### src/rtl/cpu_axi_bridge.sv
// cpu_axi_bridge: merges the inst (read-only) and data (read/write) SRAM-like ports into one single-beat AXI3 master
module cpu_axi_bridge #(
  parameter logic [3:0] ID_INST = 4'd0,
  parameter logic [3:0] ID_DATA = 4'd1
) (
  input  logic        clk,
  input  logic        reset,
  input  logic        inst_sram_req,
  input  logic        inst_sram_wr,
  input  logic [1:0]  inst_sram_size,
  input  logic [3:0]  inst_sram_wstrb,
  input  logic [31:0] inst_sram_addr,
  input  logic [31:0] inst_sram_wdata,
  output logic        inst_sram_addr_ok,
  output logic        inst_sram_data_ok,
  output logic [31:0] inst_sram_rdata,
  input  logic        data_sram_req,
  input  logic        data_sram_wr,
  input  logic [1:0]  data_sram_size,
  input  logic [3:0]  data_sram_wstrb,
  input  logic [31:0] data_sram_addr,
  input  logic [31:0] data_sram_wdata,
  output logic        data_sram_addr_ok,
  output logic        data_sram_data_ok,
  output logic [31:0] data_sram_rdata,
  output logic [3:0]  arid,
  output logic [31:0] araddr,
  output logic [7:0]  arlen,
  output logic [2:0]  arsize,
  output logic [1:0]  arburst,
  output logic [1:0]  arlock,
  output logic [3:0]  arcache,
  output logic [2:0]  arprot,
  output logic        arvalid,
  input  logic        arready,
  input  logic [3:0]  rid,
  input  logic [31:0] rdata,
  input  logic [1:0]  rresp,
  input  logic        rlast,
  input  logic        rvalid,
  output logic        rready,
  output logic [3:0]  awid,
  output logic [31:0] awaddr,
  output logic [7:0]  awlen,
  output logic [2:0]  awsize,
  output logic [1:0]  awburst,
  output logic [1:0]  awlock,
  output logic [3:0]  awcache,
  output logic [2:0]  awprot,
  output logic        awvalid,
  input  logic        awready,
  output logic [3:0]  wid,
  output logic [31:0] wdata,
  output logic [3:0]  wstrb,
  output logic        wlast,
  output logic        wvalid,
  input  logic        wready,
  input  logic [3:0]  bid,
  input  logic [1:0]  bresp,
  input  logic        bvalid,
  output logic        bready
);
  typedef enum logic {AR_IDLE, AR_SEND} ar_state_t;
  typedef enum logic [1:0] {W_IDLE, W_SEND, W_RESP} w_state_t;
  ar_state_t ar_state, ar_next;
  w_state_t w_state, w_next;
  logic inst_busy, data_busy, aw_pend, w_pend, rready_q;
  logic data_rd, inst_rd, data_wr, r_hs, r_inst, r_data, b_done, aw_done, w_done;
  logic unused_ins;
  assign unused_ins = ^{inst_sram_wr, inst_sram_wstrb, inst_sram_wdata, rresp, rlast, bid, bresp};
  assign data_rd = ~reset & data_sram_req & ~data_sram_wr & ~data_busy & (w_state == W_IDLE) & (ar_state == AR_IDLE);
  assign inst_rd = ~reset & inst_sram_req & ~inst_busy & (ar_state == AR_IDLE) & ~data_rd;
  assign data_wr = ~reset & data_sram_req & data_sram_wr & ~data_busy & (w_state == W_IDLE);
  assign r_hs = rvalid & rready;
  assign r_inst = r_hs & (rid == ID_INST);
  assign r_data = r_hs & (rid != ID_INST);
  assign b_done = bvalid & bready;
  assign aw_done = ~aw_pend | awready;
  assign w_done = ~w_pend | wready;
  assign inst_sram_addr_ok = inst_rd;
  assign data_sram_addr_ok = data_rd | data_wr;
  assign inst_sram_data_ok = r_inst;
  assign data_sram_data_ok = r_data | b_done;
  assign inst_sram_rdata = rdata;
  assign data_sram_rdata = rdata;
  assign rready = rready_q;
  assign arvalid = ar_state == AR_SEND;
  assign awvalid = (w_state == W_SEND) & aw_pend;
  assign wvalid = (w_state == W_SEND) & w_pend;
  assign bready = ~reset & (w_state == W_RESP);
  assign {arlen, awlen} = '0;
  assign {arburst, awburst} = {2'b01, 2'b01};
  assign {arlock, awlock, arcache, awcache, arprot, awprot} = '0;
  assign awid = ID_DATA;
  assign wid = ID_DATA;
  assign wlast = 1'b1;
  always_comb begin
    ar_next = ar_state;
    w_next = w_state;
    ar_next = (ar_state == AR_IDLE) ? ((data_rd | inst_rd) ? AR_SEND : AR_IDLE) : (arready ? AR_IDLE : AR_SEND);
    w_next = (w_state == W_IDLE) ? (data_wr ? W_SEND : W_IDLE) :
             (w_state == W_SEND) ? ((aw_done & w_done) ? W_RESP : W_SEND) :
             (w_state == W_RESP) ? (bvalid ? W_IDLE : W_RESP) : W_IDLE;
  end
  always_ff @(posedge clk) begin
    if (reset) begin
      ar_state <= AR_IDLE;
      w_state <= W_IDLE;
      inst_busy <= 1'b0;
      data_busy <= 1'b0;
      aw_pend <= 1'b0;
      w_pend <= 1'b0;
      rready_q <= 1'b0;
    end else begin
      ar_state <= ar_next;
      w_state <= w_next;
      rready_q <= 1'b1;
      inst_busy <= inst_rd | (inst_busy & ~r_inst);
      data_busy <= data_rd | data_wr | (data_busy & ~data_sram_data_ok);
      aw_pend <= data_wr | (aw_pend & ~(awvalid & awready));
      w_pend <= data_wr | (w_pend & ~(wvalid & wready));
    end
  end
  always_ff @(posedge clk) begin
    if (data_rd | inst_rd) begin
      araddr <= data_rd ? data_sram_addr : inst_sram_addr;
      arsize <= {1'b0, data_rd ? data_sram_size : inst_sram_size};
      arid <= data_rd ? ID_DATA : ID_INST;
    end
    if (data_wr) begin
      awaddr <= data_sram_addr;
      awsize <= {1'b0, data_sram_size};
      wdata <= data_sram_wdata;
      wstrb <= data_sram_wstrb;
    end
  end
endmodule

### config.mk
export PLATFORM = sky130hd
export DESIGN_NAME = cpu_axi_bridge
export DESIGN_NICKNAME = d
export VERILOG_FILES = /design/src/rtl/cpu_axi_bridge.sv
export SDC_FILE = /design/constraint.sdc
export NUM_CORES = 1
export LEC_CHECK = 0
export BUFFER_PORTS_ARGS = -buffer_cell sky130_fd_sc_hd__buf_2
export CAP_MARGIN = 20
export CORE_AREA = 2 2 165 167
export DETAILED_ROUTE_END_ITERATION = 10
export DIE_AREA = 0 0 167 169
export GPL_ROUTABILITY_DRIVEN = 0
export GPL_TIMING_DRIVEN = 0
export PLACE_DENSITY = 0.49
export SYNTH_ARGS = -nofsm -noshare
export SYNTH_HDL_FRONTEND = slang
export SYNTH_SLANG_ARGS = --single-unit
### constraint.sdc
create_clock -name clk -period 4.85 [get_ports clk]
set_input_delay 0.97 -clock clk [delete_from_list [all_inputs] [get_ports clk]]
set_output_delay 0.97 -clock clk [all_outputs]
set_load 0.02 [all_outputs]
Word-level counts from Yosys, hierarchy flattened --
Index checks and enable logic that the tools add are counted.
Storage, ports and cells: flip-flop bits (word level) 116, bits of input ports 196, output and inout port bits 230
Cells by class: equality and inequality tests 2, mux-type cells 13, bitwise operators 47, reductions and logical operators 3
Operator list (count):
- 32-bit two-way mux | 1
- 1-bit bitwise AND | 26
- 2-bit two-way mux | 6
- 1-bit inverter | 12
- 1-bit OR | 9
- 1-bit two-way mux | 6
- 4-bit logical NOT | 1
- 4-bit nonzero test | 1
- 2-bit by 1-bit equality test with 1-bit output (second input constant) | 1
- 2-bit equality test (second input constant) | 1
- 2-bit logical NOT | 1

Depth between registers and ports, before layout --
Gate-level depths: netlist of run 1.
word-level depth 11, mapped depth 6, depth with buffers taken out 4

Worst setup path after synthesis of run 1 --
Ideal clock, no wire load.
path type input-to-reg, from in inst_sram_req, to reg araddr[0] (enable), setup time 0.476 ns, arrival time 3.957 ns, required time 4.374 ns, setup slack 0.417 ns, cell stages on the path 2, buffers on the path 0, path through or3b_2 -> o21ai_0
On the way: word-level cells in the longest chain between the ends 5
Ends and longest elaborated chain:
- start: declaration | line 8 | input logic inst_sram_req,
- 1-bit bitwise AND (4 in a row) | line 72 | assign inst_rd = ~reset & inst_sram_req & ~inst_busy & (ar_state == AR_IDLE) & ~data_rd;
- 1-bit OR | line 125 | if (data_rd | inst_rd) begin
- end signal: assignment | line 126 | araddr <= data_rd ? data_sram_addr : inst_sram_addr;
- end: declaration | line 27 | output logic [31:0] araddr,
No other way between the ends. A chain may end at the register's enable or synchronous reset.

Final worst setup path of run 1 --
from in reset, to out inst_sram_addr_ok
On the way: word-level cells in the longest chain between the ends 8, elaborated cells between the ends (all ways) 11
Ends and longest elaborated chain:
- start: declaration | line 7 | input logic reset,
- 1-bit inverter | line 71 | assign data_rd = ~reset & data_sram_req & ~data_sram_wr & ~data_busy & (w_state == W_IDLE) & (ar_state == AR_I ...
- 1-bit bitwise AND (5 in a row) | line 71
- net data_rd | line 68 | logic data_rd, inst_rd, data_wr, r_hs, r_inst, r_data, b_done, aw_done, w_done;
- 1-bit inverter | line 72
- 1-bit bitwise AND | line 72
- end: declaration | line 14 | output logic inst_sram_addr_ok,
The timed path passes the listed nets, and every way through them passes these cells.

==> results of run 1 <==
[worst max-delay path, cell delays in order]
cell     delay, ns
buf_2         0.16
nor2_1        0.35
nand3_2       0.24
buf_6         0.21
buf_6         0.17
inv_1         0.10
nor3_1        0.05
buf_2         0.17
[per-stage QoR]
step	TNS, ns	instance area, sq um
final	0	7670
after global routing	0	7670
after CTS	0	7670
after detailed placement	0	7040
after global placement	-65.02	6980
after floorplan	0	5080
[logic make-up after synthesis]
family	count (synthesis)	synth area share (%)
flops	113	67.7
compound gates	10	1.61
simple gates	27	3.43
other cells	2	0.154
mux	34	8.21
buf+inv	125	18.9
[how the worst max path moves through the flow]
| stage | cells after the start | start | slack, ns | end |
|---|---|---|---|---|
| final | 8 | reset | 1.44 | inst_sram_addr_ok |
| after global routing | 8 | reset | 1.34 | inst_sram_addr_ok |
| after CTS | 8 | reset | 1.41 | inst_sram_addr_ok |
| after detailed placement | 8 | reset | 1.42 | inst_sram_addr_ok |
| after global placement | 3 | inst_sram_req | -1.87 | araddr[26]$_DFFE_PP_ |
| after floorplan | 2 | inst_sram_req | 0.42 | araddr[0]$_DFFE_PP_ |
[final cells by class]
cell class                      count  area, sq um
Clock buffer                       17          425
Inverter                            5         21.3
Multi-Input combinational cell    123          855
Sequential cell                   113         3310
Buffer                            120          903
Timing Repair Buffer              297         1520
Tap cell                          341          427
Clock inverter                     14          205
Fill cell                        2766        18800
[per-layer routing]
layer / vias up / part of all wire (%) / GRT usage (%)
met4: 0 / 1.2 / 2.89
met1: 1647 / 35 / 10.4
met5: - / 0 / 0
met2: 270 / 52 / 18.8
li1: 1680 / - / -
met3: 13 / 12 / 4.26
[sequential cells by signal, indices dropped and copies added, names as in the netlist]
signal     flops
data_busy      1
wdata         32
rready         1
w_pend         1
arvalid        1
awsize         2
arid           1
wstrb          4
w_state        2
aw_pend        1
arsize         2
awaddr        32
araddr        32
inst_busy      1
[power groups by stage]
stage | logic, W | registers, W | clock network, W
floorplan | 0.000213 | 0.00122 | 0
global placement | 0.000411 | 0.00117 | 0
detailed placement | 0.000423 | 0.00116 | 0
CTS | 0.000424 | 0.00114 | 0.00136
global route | 0.000448 | 0.00115 | 0.00140
finish | 0.000420 | 0.00114 | 0.00133
[cell usage in the layout (no fill, tap or decap), drive strengths merged]
| cell | n |
|---|---|
| or4 | 1 |
| nor2b | 1 |
| a41o | 1 |
| buf | 417 |
| clkbuf | 17 |
| nand2b | 3 |
| a32oi | 1 |
| conb | 52 |
| nand4 | 1 |
| dfxtp | 8 |
| and2 | 4 |
| or3b | 1 |
| o21a | 2 |
| nand2 | 4 |
| clkinv | 5 |
| nor3 | 1 |
| o21ai | 1 |
| inv | 8 |
| a2111oi | 1 |
| clkinvlp | 2 |
| nand3b | 2 |
| edfxtp | 105 |
| mux2 | 34 |
| nor4 | 1 |
| o311ai | 1 |
| nand3 | 3 |
| nor2 | 5 |
| bufinv | 4 |
| a31oi | 2 |
| a32o | 1 |
==> results.sh, run 1 <==
export IMPL_timing_max_cap_violations=0
export IMPL_antenna_cells=0
export IMPL_most_used_standard_cell_by_instance_count_after_synthesis="buf_4"
export IMPL_track_usage_pct=10.2
export IMPL_swShare_pct=25.0
export IMPL_min_path_type="register to register"
export IMPL_rsz0062_at_grt="no"
export IMPL_cts_root_buffer="clkbuf_16"
export IMPL_clock_network_latency_to_the_later_pin_of_the_worst_skew_pair_ns=0.41
export IMPL_timing_final_crit_share_pct=70.3
export IMPL_buffer_ports_inserted=295
export IMPL_internal_power_w=0.00217
export IMPL_regToRegStartpoint="w_state[0]$_SDFF_PP0_"
export IMPL_cts_clk_slew_worst_paths_ns=0.06
export IMPL_nNetsFinal=873
export IMPL_slew_viol_final=0
export IMPL_dp_cells=999
export IMPL_postCtsResizedCells=0
export IMPL_htree_num_levels=4
export IMPL_finalSetupViolCount=0
export IMPL_cellPowerDensity_nw_per_um2=377
export IMPL_postSynth_asyncResetShare_pct=0
export IMPL_drt_drc_violations_left=0
export IMPL_tritoncts_num_buffers=17
export IMPL_power_net_switching_w=0.000723
export IMPL_origin_of_the_worst_min_delay_path="w_pend$_SDFF_PP0_"
export IMPL_starting_drt_drc_count=240
export IMPL_r2r_end="araddr[18]$_DFFE_PP_"
export IMPL_status="completed"
export IMPL_io_pins=426
export IMPL_post_synth_most_frequent_cells="116 x buf_4, 105 x edfxtp_1, 29 x mux2_2, 8 x dfxtp_1"
export IMPL_start_util_pct=18.5
export IMPL_final_layout_size_suffix_gt1_share_pct=70.7
export IMPL_fmax_mhz=293
export IMPL_firstDrtPassIters=4
export IMPL_whs_ns=0.468
export IMPL_ff2ff_setup_slack_ns=2.68
export IMPL_clk_path_buf_depth=2
export IMPL_grt_pass1_vias=3667
export IMPL_dieHeight_um=169
export IMPL_power_sequential_fraction_pct=39.5
export IMPL_core_region_area_sq_um=26500
export IMPL_worst_setup_path_type="input port to output port"
export IMPL_synth_warnings=0
export IMPL_post_route_non_filler_standard_cell_count=1030
export IMPL_globalRoute_totalOverflow=0
export IMPL_most_used_flip_flop_cell_after_synthesis="edfxtp_1"
export IMPL_drt_antenna_violating_nets=0
export IMPL_timing_critical_path_fanout_max=10
export IMPL_die_width_um=167
export IMPL_critPathCaptureType="output port"
export IMPL_period_minus_slack_ns=3.41
export IMPL_p_leak_nw=3.58
export IMPL_syn_avg_cell_area_sq_um=15.7
export IMPL_core_rowCount=60
export IMPL_power_total_w=0.00289
export IMPL_synth_edff_count=105
export IMPL_headroom_to_the_max_slew_limit_pct=63.5
export IMPL_detailed_place_hpwl_um=12300
export IMPL_worst_ep_arrival_time_ns=2.44
export IMPL_pwr_share_clk_pct=46.0
export IMPL_dp_worst_slack_ns=1.42
export IMPL_cts_hold_repair_buffers=0
export IMPL_synthesized_flop_and_latch_total=113
export IMPL_synth_top_cell_area_share_pct=64.5
export IMPL_setup_slack_ns=1.44
export IMPL_post_cts_repair_setup_buffers=0
export IMPL_worst_endpoint_required_ns=3.88
export IMPL_mappedNetlistArea_sq_um=4890
export IMPL_worst_ir_drop_on_vdd_mv=0.268
export IMPL_routed_via_density=3.50
export IMPL_num_vias=3610
export IMPL_synth_cell_types=30
export IMPL_reg2reg_depth=6
export IMPL_timing_final_hold_violations=0
export IMPL_wire_length_of_the_first_global_routing_pass_um=21300
export IMPL_floorplan_die_area_sq_um=28200
export IMPL_post_route_util_pct=29.0
export IMPL_clock_tree_from_tritoncts="yes"
export IMPL_terminating_pin_of_the_worst_hold_path="w_pend$_SDFF_PP0_"
export IMPL_yosys_area_top_type="edfxtp_1"
export IMPL_combPwrFrac_pct=14.5
export IMPL_grt_start_max_net_pins=69
export IMPL_hold_path_cell_count=2
export IMPL_routed_wl_um=15200
export IMPL_antenna_violations_before_repair=1
export IMPL_startpoint_type="input port"
export IMPL_clock_skew_ns=0.0109
export IMPL_transition_time_at_the_pin_with_the_least_slew_margin_ns=0.546
export IMPL_synthTopCellsByArea="edfxtp_1 64%, buf_4 18%, mux2_2 6.7%"
export IMPL_tritoncts_num_sinks=113
export IMPL_cells_after_synthesis=311
export IMPL_flow_area_growth_from_synthesis_pct=56.9
export IMPL_synth_seq_area_share_pct=67.7
export IMPL_wire_per_inst_um=14.7
Note: power is estimated with default switching activity, not from simulation.
==> run 2: changes to the inputs <==
ABC_AREA = 1   (was default)
clock period = 3.4 ns   (was 4.85 ns; I/O delays follow)
==> run 2 against run 1 <==
  * First-iteration DRC count is 13% higher
  * Setup slack worse by 0.67 ns
  * Clock power is 39% higher
==> results.sh, run 2 <==
export IMPL_dieHeight_um=169
export IMPL_most_used_standard_cell_by_instance_count_after_synthesis="nand2_1"
export IMPL_critPathCaptureType="output port"
export IMPL_start_util_pct=18.4
export IMPL_cells_after_synthesis=397
export IMPL_num_vias=3885
export IMPL_buffer_ports_inserted=295
export IMPL_flow_area_growth_from_synthesis_pct=56.7
export IMPL_postSynth_asyncResetShare_pct=0
export IMPL_layout_cells_most_common_list="295 x buf_2, 119 x nand2_1, 119 x buf_4, 105 x edfxtp_1, 52 x conb_1"
export IMPL_setup_slack_ns=0.769
export IMPL_placed_cell_area_sq_um=7040
export IMPL_detailed_place_hpwl_um=12700
export IMPL_synth_seq_area_share_pct=67.9
export IMPL_grt_start_max_net_pins=32
export IMPL_wire_per_inst_um=14.3
export IMPL_synth_warnings=0
export IMPL_cts_clk_slew_worst_paths_ns=0.06
export IMPL_layout_cells_most_common="buf_2"
export IMPL_worst_ir_drop_on_vdd_mv=0.243
export IMPL_timing_critical_path_slowest_stage_cell="nor2_4"
export IMPL_crit_path_cell_trace="nor2_1, nand2_1, nor2_4, inv_4, nand2_1, inv_1, buf_2"
export IMPL_transition_time_at_the_pin_with_the_least_slew_margin_ns=0.695
export IMPL_io_pins=426
export IMPL_mappedNetlistArea_sq_um=4880
export IMPL_status="completed"
export IMPL_tritoncts_num_sinks=113
export IMPL_globalRoute_totalOverflow=0
export IMPL_post_cts_repair_setup_buffers=0
export IMPL_track_usage_pct=10.9
export IMPL_largest_registers="araddr: 32 flops, awaddr: 32 flops, wdata: 32 flops"
export IMPL_core_rowCount=60
export IMPL_tritoncts_num_buffers=17
export IMPL_antenna_cells=0
export IMPL_startpoint_type="register"
export IMPL_drt_antenna_violating_nets=0
export IMPL_clk_path_buf_depth=2
export IMPL_clock_network_latency_to_the_later_pin_of_the_worst_skew_pair_ns=0.41
export IMPL_clock_skew_ns=0.0204
export IMPL_clock_tree_from_tritoncts="yes"
export IMPL_most_used_flip_flop_cell_after_synthesis="edfxtp_1"
export IMPL_drt_drc_violations_left=0
export IMPL_routed_via_density=3.47
export IMPL_yosys_area_top_type="edfxtp_1"
export IMPL_postCtsResizedCells=0
export IMPL_dp_worst_slack_ns=0.568
export IMPL_starting_drt_drc_count=270
export IMPL_final_layout_size_suffix_gt1_share_pct=58.7
export IMPL_worst_ep_arrival_time_ns=1.95
export IMPL_timing_critical_path_fanout_max=10
export IMPL_htree_num_levels=4
export IMPL_timing_final_hold_violations=0
export IMPL_headroom_to_the_max_slew_limit_pct=53.6
export IMPL_synthTopCellsByArea="edfxtp_1 65%, buf_4 18%, nand2_1 9.2%"
export IMPL_period_minus_slack_ns=2.63
export IMPL_p_leak_nw=3.75
export IMPL_rsz0062_at_grt="no"
export IMPL_syn_avg_cell_area_sq_um=12.3
export IMPL_synthesized_flop_and_latch_total=113
export IMPL_firstDrtPassIters=4
export IMPL_min_path_type="input port to register"
export IMPL_crit_path_start="w_state[1]$_SDFF_PP0_"
export IMPL_fmax_mhz=380
export IMPL_origin_of_the_worst_min_delay_path="data_sram_wstrb[1]"
export IMPL_core_region_area_sq_um=26500
export IMPL_worst_setup_path_type="register to output port"
export IMPL_cts_hold_repair_buffers=0
export IMPL_worst_endpoint_required_ns=2.72
export IMPL_post_synth_most_frequent_cells="120 x nand2_1, 119 x buf_4, 105 x edfxtp_1, 13 x inv_1, 12 x nor2_1"
export IMPL_nNetsFinal=960
export IMPL_synth_top_cell_area_share_pct=64.6
export IMPL_synth_cell_types=17
export IMPL_cts_root_buffer="clkbuf_16"
export IMPL_wire_length_of_the_first_global_routing_pass_um=22500
export IMPL_slew_viol_final=0
export IMPL_finalSetupViolCount=0
export IMPL_cellPowerDensity_nw_per_um2=532
export IMPL_grt_pass1_vias=3758
export IMPL_floorplan_die_area_sq_um=28200
export IMPL_routed_wl_um=16000
export IMPL_cell_type_with_the_highest_occurrence_count_on_the_critical_path="nand2_1"
export IMPL_regToRegStartpoint="w_state[1]$_SDFF_PP0_"
export IMPL_antenna_violations_before_repair=1
export IMPL_post_route_cell_area_sq_um=7650
export IMPL_cp_slowest_stage_delay_ns=0.40
export IMPL_timing_max_cap_violations=0
export IMPL_fin_setup_tns_ns=0
export IMPL_die_width_um=167
export IMPL_synth_edff_count=105
export IMPL_timing_final_crit_share_pct=77.4
export IMPL_whs_ns=0.446
export IMPL_power_total_w=0.00407
-- run 2: changes by cell type in the layout (fill, tap and decap cells not counted), sizes merged, moves of 2 or more --
cell,before,now
o21a,2,0
and2,4,0
nor2,5,14
nand3b,2,0
inv,8,17
nand2,4,120
a21oi,0,2
nand3,3,6
nand2b,3,0
mux2,34,0
a31oi,2,0
buf,417,420
-- run 2: routing by layer --
layer | wire [um] | GRT usage (%) | vias to the layer above
met3 | 1710 | 4.26 | 7
met1 | 6100 | 11.9 | 1730
li1 | - | - | 1879
met5 | 13 | 0 | -
met2 | 8040 | 19.4 | 267
met4 | 129 | 3.49 | 2
-- run 2: logic make-up after synthesis --
logic type	synth area share [%]
buf+inv	20.1
compound gates	0.615
other cells	0.154
simple gates	11.3
flops	67.9
-- run 2: final timing paths --
kind,to,slack [ns],depth (start not counted)
worst max register to register,araddr[10]$_DFFE_PP_,1.09,7
worst min-delay path,wstrb[1]$_DFFE_PP_,0.45,1
worst min register to register,w_pend$_SDFF_PP0_,0.47,2
worst max-delay path,inst_sram_addr_ok,0.77,7
-- run 2: through the flow --
stage	util, %	cells
final	28.9	1118
after floorplan	-	447
after global routing	28.9	1118
after CTS	28.9	1118
after detailed placement	26.6	1086
after global placement	26.3	1083
-- run 2: critical path, delay by kind of cell (launching register included) --
family,cells,cell delay [ns]
flip-flops,1,0.33
buffers and inverters,3,0.42
AND/OR/NAND/NOR,4,0.78
-- run 2: power breakdown --
part,switching [W],total (W),internal (W)
clock,0.000689,0.00185,0.00116
sequential,0.0000168,0.00162,0.00161
combinational,0.000360,0.000596,0.000236
-- run 2: final cells by class --
cell class / count / area (sq um)
Buffer: 122 / 927
Clock buffer: 17 / 425
Clock inverter: 15 / 183
Fill cell: 2798 / 18800
Inverter: 14 / 55.1
Multi-Input combinational cell: 198 / 785
Sequential cell: 113 / 3310
Tap cell: 341 / 427
Timing Repair Buffer: 298 / 1540
